## src/rtl/serial_subtractor_pkg.sv

```systemverilog
// Shared primitives for the serial subtractor.
//   state_t    : FSM state encodings (IDLE, BUSY, DONE)
//   full_adder : one-bit full adder, returns {carry_out, sum}
package serial_subtractor_pkg;

  typedef enum logic [1:0] {
    ST_IDLE = 2'd0,
    ST_BUSY = 2'd1,
    ST_DONE = 2'd2
  } state_t;

  // One-bit full adder; result packed as {carry_out, sum}.
  function automatic logic [1:0] full_adder(input logic a, input logic b, input logic cin);
    logic sum_s;
    logic cout_s;
    sum_s  = a ^ b ^ cin;
    cout_s = (a & b) | (a & cin) | (b & cin);
    return {cout_s, sum_s};
  endfunction

endpackage

```

## src/rtl/serial_subtractor_chunk.sv

```systemverilog
// chunk_subtractor: combinational CHUNK_WIDTH-bit subtract slice, A + ~B + Cin.
// Ports:
//   A    : minuend chunk
//   B    : subtrahend chunk (inverted internally)
//   Cin  : carry in (1 = no borrow pending)
//   S    : difference chunk
//   Cout : carry out (0 = borrow out)
module chunk_subtractor
  import serial_subtractor_pkg::*;
#(
  parameter int CHUNK_WIDTH = 4
) (
  input  logic [CHUNK_WIDTH-1:0] A,
  input  logic [CHUNK_WIDTH-1:0] B,
  input  logic                   Cin,
  output logic [CHUNK_WIDTH-1:0] S,
  output logic                   Cout
);

  logic [CHUNK_WIDTH-1:0] sum_s;
  logic                   carry_s;
  logic [1:0]             fa_s;

  // Ripple chain of full adders; the running carry lives in a variable so
  // there is no self-referencing vector net.
  always_comb begin
    sum_s   = '0;
    carry_s = Cin;
    fa_s    = 2'b00;
    for (int i = 0; i < CHUNK_WIDTH; i++) begin
      fa_s     = full_adder(A[i], ~B[i], carry_s);
      sum_s[i] = fa_s[0];
      carry_s  = fa_s[1];
    end
  end

  assign S    = sum_s;
  assign Cout = carry_s;

endmodule

```

## src/rtl/serial_subtractor.sv

```systemverilog
// serial_subtractor: computes D = A - B - Bin one CHUNK_WIDTH slice per cycle.
// DATA_WIDTH must be an integer multiple of CHUNK_WIDTH.
// Ports:
//   clk, rst          : clock, synchronous active-high reset
//   in_valid/in_ready : operand handshake (ready only in IDLE)
//   A, B, Bin         : minuend, subtrahend, borrow in
//   out_valid/out_ready : result handshake (valid only in DONE)
//   D                 : difference, modulo 2^DATA_WIDTH
//   BF, VF, ZF        : borrow out, signed overflow, zero flag
module serial_subtractor
  import serial_subtractor_pkg::*;
#(
  parameter int DATA_WIDTH     = 16,
  parameter int CHUNK_WIDTH    = 4,
  parameter int OVERFLOW_LOGIC = 1
) (
  input  logic                  clk,
  input  logic                  rst,
  input  logic                  in_valid,
  output logic                  in_ready,
  input  logic [DATA_WIDTH-1:0] A,
  input  logic [DATA_WIDTH-1:0] B,
  input  logic                  Bin,
  output logic                  out_valid,
  input  logic                  out_ready,
  output logic [DATA_WIDTH-1:0] D,
  output logic                  BF,
  output logic                  VF,
  output logic                  ZF
);

  localparam int N     = DATA_WIDTH / CHUNK_WIDTH;
  localparam int CNT_W = (N > 1) ? $clog2(N) : 1;
  localparam logic [CNT_W-1:0] CNT_LAST = CNT_W'(N - 1);

  // Operands and result are viewed as arrays of chunks so the counter can
  // index them directly.
  typedef logic [N-1:0][CHUNK_WIDTH-1:0] chunks_t;

  state_t                 state_r;
  state_t                 next_state_s;
  chunks_t                a_r;
  chunks_t                b_r;
  chunks_t                d_r;
  chunks_t                d_next_s;
  logic [CNT_W-1:0]       cnt_r;
  logic                   carry_r;
  logic                   bf_r;
  logic                   vf_r;
  logic                   zf_r;
  logic [CHUNK_WIDTH-1:0] diff_s;
  logic                   cout_s;
  logic                   vf_next_s;

  chunk_subtractor #(
    .CHUNK_WIDTH(CHUNK_WIDTH)
  ) u_chunk (
    .A   (a_r[cnt_r]),
    .B   (b_r[cnt_r]),
    .Cin (carry_r),
    .S   (diff_s),
    .Cout(cout_s)
  );

  // Result with the active chunk merged in; used for D and for the flags
  // computed on the final chunk.
  always_comb begin
    d_next_s        = d_r;
    d_next_s[cnt_r] = diff_s;
  end

  assign vf_next_s = (OVERFLOW_LOGIC != 0) ?
                     ((a_r[N-1][CHUNK_WIDTH-1] != b_r[N-1][CHUNK_WIDTH-1]) &
                      (d_next_s[N-1][CHUNK_WIDTH-1] != a_r[N-1][CHUNK_WIDTH-1])) : 1'b0;

  // FSM state register.
  always_ff @(posedge clk) begin
    if (rst) begin
      state_r <= ST_IDLE;
    end else begin
      state_r <= next_state_s;
    end
  end

  // FSM next-state logic.
  always_comb begin
    next_state_s = state_r;
    case (state_r)
      ST_IDLE: begin
        if (in_valid) begin
          next_state_s = ST_BUSY;
        end else begin
          next_state_s = ST_IDLE;
        end
      end
      ST_BUSY: begin
        if (cnt_r == CNT_LAST) begin
          next_state_s = ST_DONE;
        end else begin
          next_state_s = ST_BUSY;
        end
      end
      ST_DONE: begin
        if (out_ready) begin
          next_state_s = ST_IDLE;
        end else begin
          next_state_s = ST_DONE;
        end
      end
      default: next_state_s = ST_IDLE;
    endcase
  end

  // Datapath: operand capture in IDLE, one chunk per cycle in BUSY, flags
  // latched with the last chunk so they stay frozen throughout DONE.
  always_ff @(posedge clk) begin
    if (rst) begin
      a_r     <= '0;
      b_r     <= '0;
      d_r     <= '0;
      cnt_r   <= '0;
      carry_r <= 1'b0;
      bf_r    <= 1'b0;
      vf_r    <= 1'b0;
      zf_r    <= 1'b0;
    end else begin
      case (state_r)
        ST_IDLE: begin
          if (in_valid) begin
            a_r     <= A;
            b_r     <= B;
            cnt_r   <= '0;
            carry_r <= ~Bin;
          end
        end
        ST_BUSY: begin
          d_r     <= d_next_s;
          carry_r <= cout_s;
          if (cnt_r != CNT_LAST) begin
            cnt_r <= cnt_r + CNT_W'(1);
          end else begin
            // Counter parks at the last chunk rather than wrapping.
            bf_r <= ~cout_s;
            zf_r <= (d_next_s == '0);
            vf_r <= vf_next_s;
          end
        end
        default: begin
        end
      endcase
    end
  end

  assign in_ready  = (state_r == ST_IDLE);
  assign out_valid = (state_r == ST_DONE);
  assign D         = d_r;
  assign BF        = bf_r;
  assign VF        = vf_r;
  assign ZF        = zf_r;

endmodule

```

## config.mk

```make
export PLATFORM = sky130hd
export DESIGN_NAME = serial_subtractor
export DESIGN_NICKNAME = d
export VERILOG_FILES = /design/src/rtl/serial_subtractor_pkg.sv /design/src/rtl/serial_subtractor_chunk.sv /design/src/rtl/serial_subtractor.sv
export SDC_FILE = /design/constraint.sdc
export NUM_CORES = 1
export LEC_CHECK = 0
export ABC_AREA = 1
export CORE_ASPECT_RATIO = 1.4
export CORE_MARGIN = 2
export CORE_UTILIZATION = 25
export CTS_CLUSTER_SIZE = 24
export DETAILED_ROUTE_END_ITERATION = 10
export GPL_TIMING_DRIVEN = 0
export SETUP_SLACK_MARGIN = 0.3
export SYNTH_ARGS = -nofsm -noshare
export SYNTH_HDL_FRONTEND = slang
export SYNTH_SLANG_ARGS = --single-unit
```

## constraint.sdc

```tcl
create_clock -name clk -period 3.6 [get_ports clk]
set_input_delay 0.72 -clock clk [delete_from_list [all_inputs] [get_ports clk]]
set_output_delay 0.72 -clock clk [all_outputs]
set_load 0.03 [all_outputs]
```

==> metrics.md <==
| Metric | Value |
|---|---|
| RSZ-0062 raised after global routing | false |
| Area delta synth->final | 41.0% |
| Synth Area in Adders | 0.0503 |
| MaxCap Viol Count | 0 |
| Fin. max-slew vios | 0 |
| Complex-gate fraction of the synthesized area | 0.204 |
| Routed length per instance | 12.3 um |
| Most numerous cell in the Yosys netlist | nor2_1 |
| Routed vias/inst | 4.49 |
| Post-synthesis mux area share | 0 |
| Routed via count | 2556 |
| Antenna violations before repair | 0 |
| Hold Buf Count CTS | 0 |
| Largest net degree at the start of global routing | 17 |
| Simple-gate share of the synthesized area | 0.235 |
| Crit path time final | 3080 ps |
| CTS tree | yes |
| Max Fclk | 324 MHz |
| Largest family of logic cells by synthesized area | simple AND/OR/NAND/NOR gates |
| Synth top area cells | dfxtp_1, nor2_1, o21ai_0 |
| Iter 0 DRT Violations | 97 |
| DRC viols | 0 |
| First-pass iteration count of the detailed router | 4 |
| Switch Pwr | 0.500 mW |
| Max FO, Critical Path | 5 |
| Setup TNS | 0 ps |
| Status | complete, no violations |
| Die area | 11200 um2 |
| Commonest cells in the netlist | nor2_1, o21ai_0, nand2_1, dfxtp_1, inv_1 |
| Starting density of the core | 0.258 |
| Setup CP Type | reg -> reg |
| Worst Tran Pin Value | 384 ps |
| Crit start category | register |
| I/O Buffers | 56 |
| Placeable Area | 10000 um2 |
| Post-synth EDFFs | 0 |
| Final antenna diode count | 0 |
| Peak ir drop on the vdd network | 0.231 mV |
| Synth Warn # | 0 |
| Gate power share | 0.275 |
| Layout cells sized above 1 | 0.131 |
| Global-route wire length before repair | 11.5 mm |
| Die Width | 90.0 um |
| Total track usage | 0.125 |
| Placed cell areas | 3320 um2 |
| Mean Syn Cell Area | 7.20 um2 |
| Ports | 58 |
| Final wirelength | 7.01 mm |
| H-tree lvl count | 2 |
| WP data arrival | 3310 ps |
| Top_reg_cell synth | dfxtp_1 |
| # rows | 43 |
| Sequential area share after synthesis | 0.433 |
| Post-Synth XOR/XNOR Area | 0 |
| DP HPWL | 5.28 mm |
| Final setup skew | 4.80 ps |
| Max-slew headroom | 0.744 |
| Cell Area, Synth | 2590 um2 |
| Sw frac | 0.304 |
| Worst min-delay path class | reg -> reg |
| FFs w/ async S/R, synth | 0 |
| Post-Synthesis Cells | 359 |
| Worst EP required | 3830 ps |
| Final Hold Fails | 0 |
| Clk slew on worst S/H paths | 70 ps |
| Vias in the first global route | 2525 |
| Post-synth top area cell | dfxtp_1 |
| Post-layout instance area | 3650 um2 |
| Share of the synthesized area in the top cell type | 0.433 |
| Filler cells | 1080 |
| PD cells | 451 nW/um2 |
| Synth unique cells | 25 |
| Post-Syn Nets | 404 |
| Max Root-Sink Buffers | 2 |
| Internal power | 1.15 mW |
| Critical path endpoint category | register |
| Setup violators final | 0 |
| Antenna-violating nets left | 0 |
| Total global routing overflow | 0 |
| Final worst-path cycle share | 0.856 |
| Yosys reg bits | 56 |
| Power Total | 1.65 mW |
| Routability Congestion | 0.850 |
| Power share of the clock group | 0.302 |
| Leakage power | 1.48 nW |
| Die Y | 124 um |
| Number of CTS-inserted buffers | 5 |
| Power share of the sequential group | 0.423 |
| Final net count | 478 |
| Skew-Pair Late Insertion Delay | 290 ps |
| # clock sinks | 56 |
| Root Buffer | clkbuf_16 |
[stage by stage]
step	hold WS, ps	setup slack [ps]	utilization	std cells
5_1_grt	489	323	0.364	569
3_3_place_gp	453	-45.8	0.331	550
6_report	469	517	0.364	569
2_1_floorplan	450	428	-	359
3_5_place_dp	461	-140	0.331	550
4_1_cts	471	307	0.363	569
[power groups by stage]
stage          sequential, mW  clock, mW  combinational, mW
2_1_floorplan           0.730          0              0.237
3_3_place_gp            0.710          0              0.397
3_5_place_dp            0.711          0              0.400
4_1_cts                 0.696      0.507              0.445
5_1_grt                 0.702      0.532              0.508
6_report                0.696      0.497              0.453
[worst max-delay path: stages (launching register included)]
cell	delay, ps
dfxtp_2	340
buf_6	140
inv_8	40
buf_6	120
nand2_1	60
a32o_2	190
fa_2	210
inv_2	40
fa_2	340
fa_2	360
fa_2	570
nand2_1	60
inv_1	100
nand2_4	70
nor2_2	70
nand2_1	50
nor2_1	80
nand2_1	70
a21oi_1	120
[area by class of cell]
type / instances / area, um2 / area share
plain buffers: 21 / 158 / 0.0432
clock buffers: 7 / 143 / 0.0391
clock inverters: 1 / 7.51 / 0.00206
inverters: 24 / 97.6 / 0.0268
multi-input cells: 258 / 1300 / 0.356
flip-flops and latches: 56 / 1130 / 0.309
well taps: 135 / 169 / 0.0463
repair buffers: 67 / 647 / 0.177
[metal layers]
metal | vias up | GRT usage | share of wire
met5 | - | 0 | 0
met4 | 0 | 0.0434 | 0.016
met3 | 9 | 0.0236 | 0.048
met2 | 65 | 0.238 | 0.52
met1 | 1160 | 0.138 | 0.41
li1 | 1322 | - | -
[registers in the layout, indices dropped and copies added, names as in the netlist]
name	flops
state_r	2
a_r	16
BF	1
ZF	1
D	16
cnt_r	2
VF	1
b_r	16
carry_r	1
[repair_timing]
item                                    CTS  global route
buffers inserted                         11             0
endpoints found under the setup margin    6             2
gates resized for setup                  30             7
pin swaps                                13             9
[cells in the final DEF (no fill, tap or decap)]
cell,n
a21oi_2,1
inv_2,4
clkbuf_2,1
a32o_2,1
nand3_1,5
clkbuf_16,6
ha_1,4
buf_2,7
o22ai_2,1
nor2_4,1
buf_6,4
nor2_1,80
clkdlybuf4s50_1,56
clkbuf_8,2
inv_8,1
nand2_2,1
nor2_2,5
dfxtp_2,1
buf_8,1
a31oi_1,9
a21oi_1,16
clkinvlp_4,1
o21ai_2,1
buf_4,11
o21ai_1,6
dfxtp_4,1
a32o_1,2
nand2_1,57
clkbuf_1,7
a211oi_1,1
fa_2,4
nand2_4,2
inv_1,19
o21ai_0,55
nand4_1,1
o211ai_1,1
o22ai_1,4
dfxtp_1,54
[kinds of logic after synthesis]
family,Yosys count
AND/OR/NAND/NOR,152
AO/OA/AOI/OAI,98
flip-flops,56
buffers and inverters,45
adder cells (fa/ha/maj),8
[path summary, 6_finish.rpt]
path,startpoint,end,slack [ps],cells past startpoint
max,cnt_r[0],ZF,520,18
min,ZF,ZF,470,2
max reg2reg,cnt_r[0],ZF,520,18
min reg2reg,ZF,ZF,470,2
No activity file was read; power rests on OpenSTA's default activity.
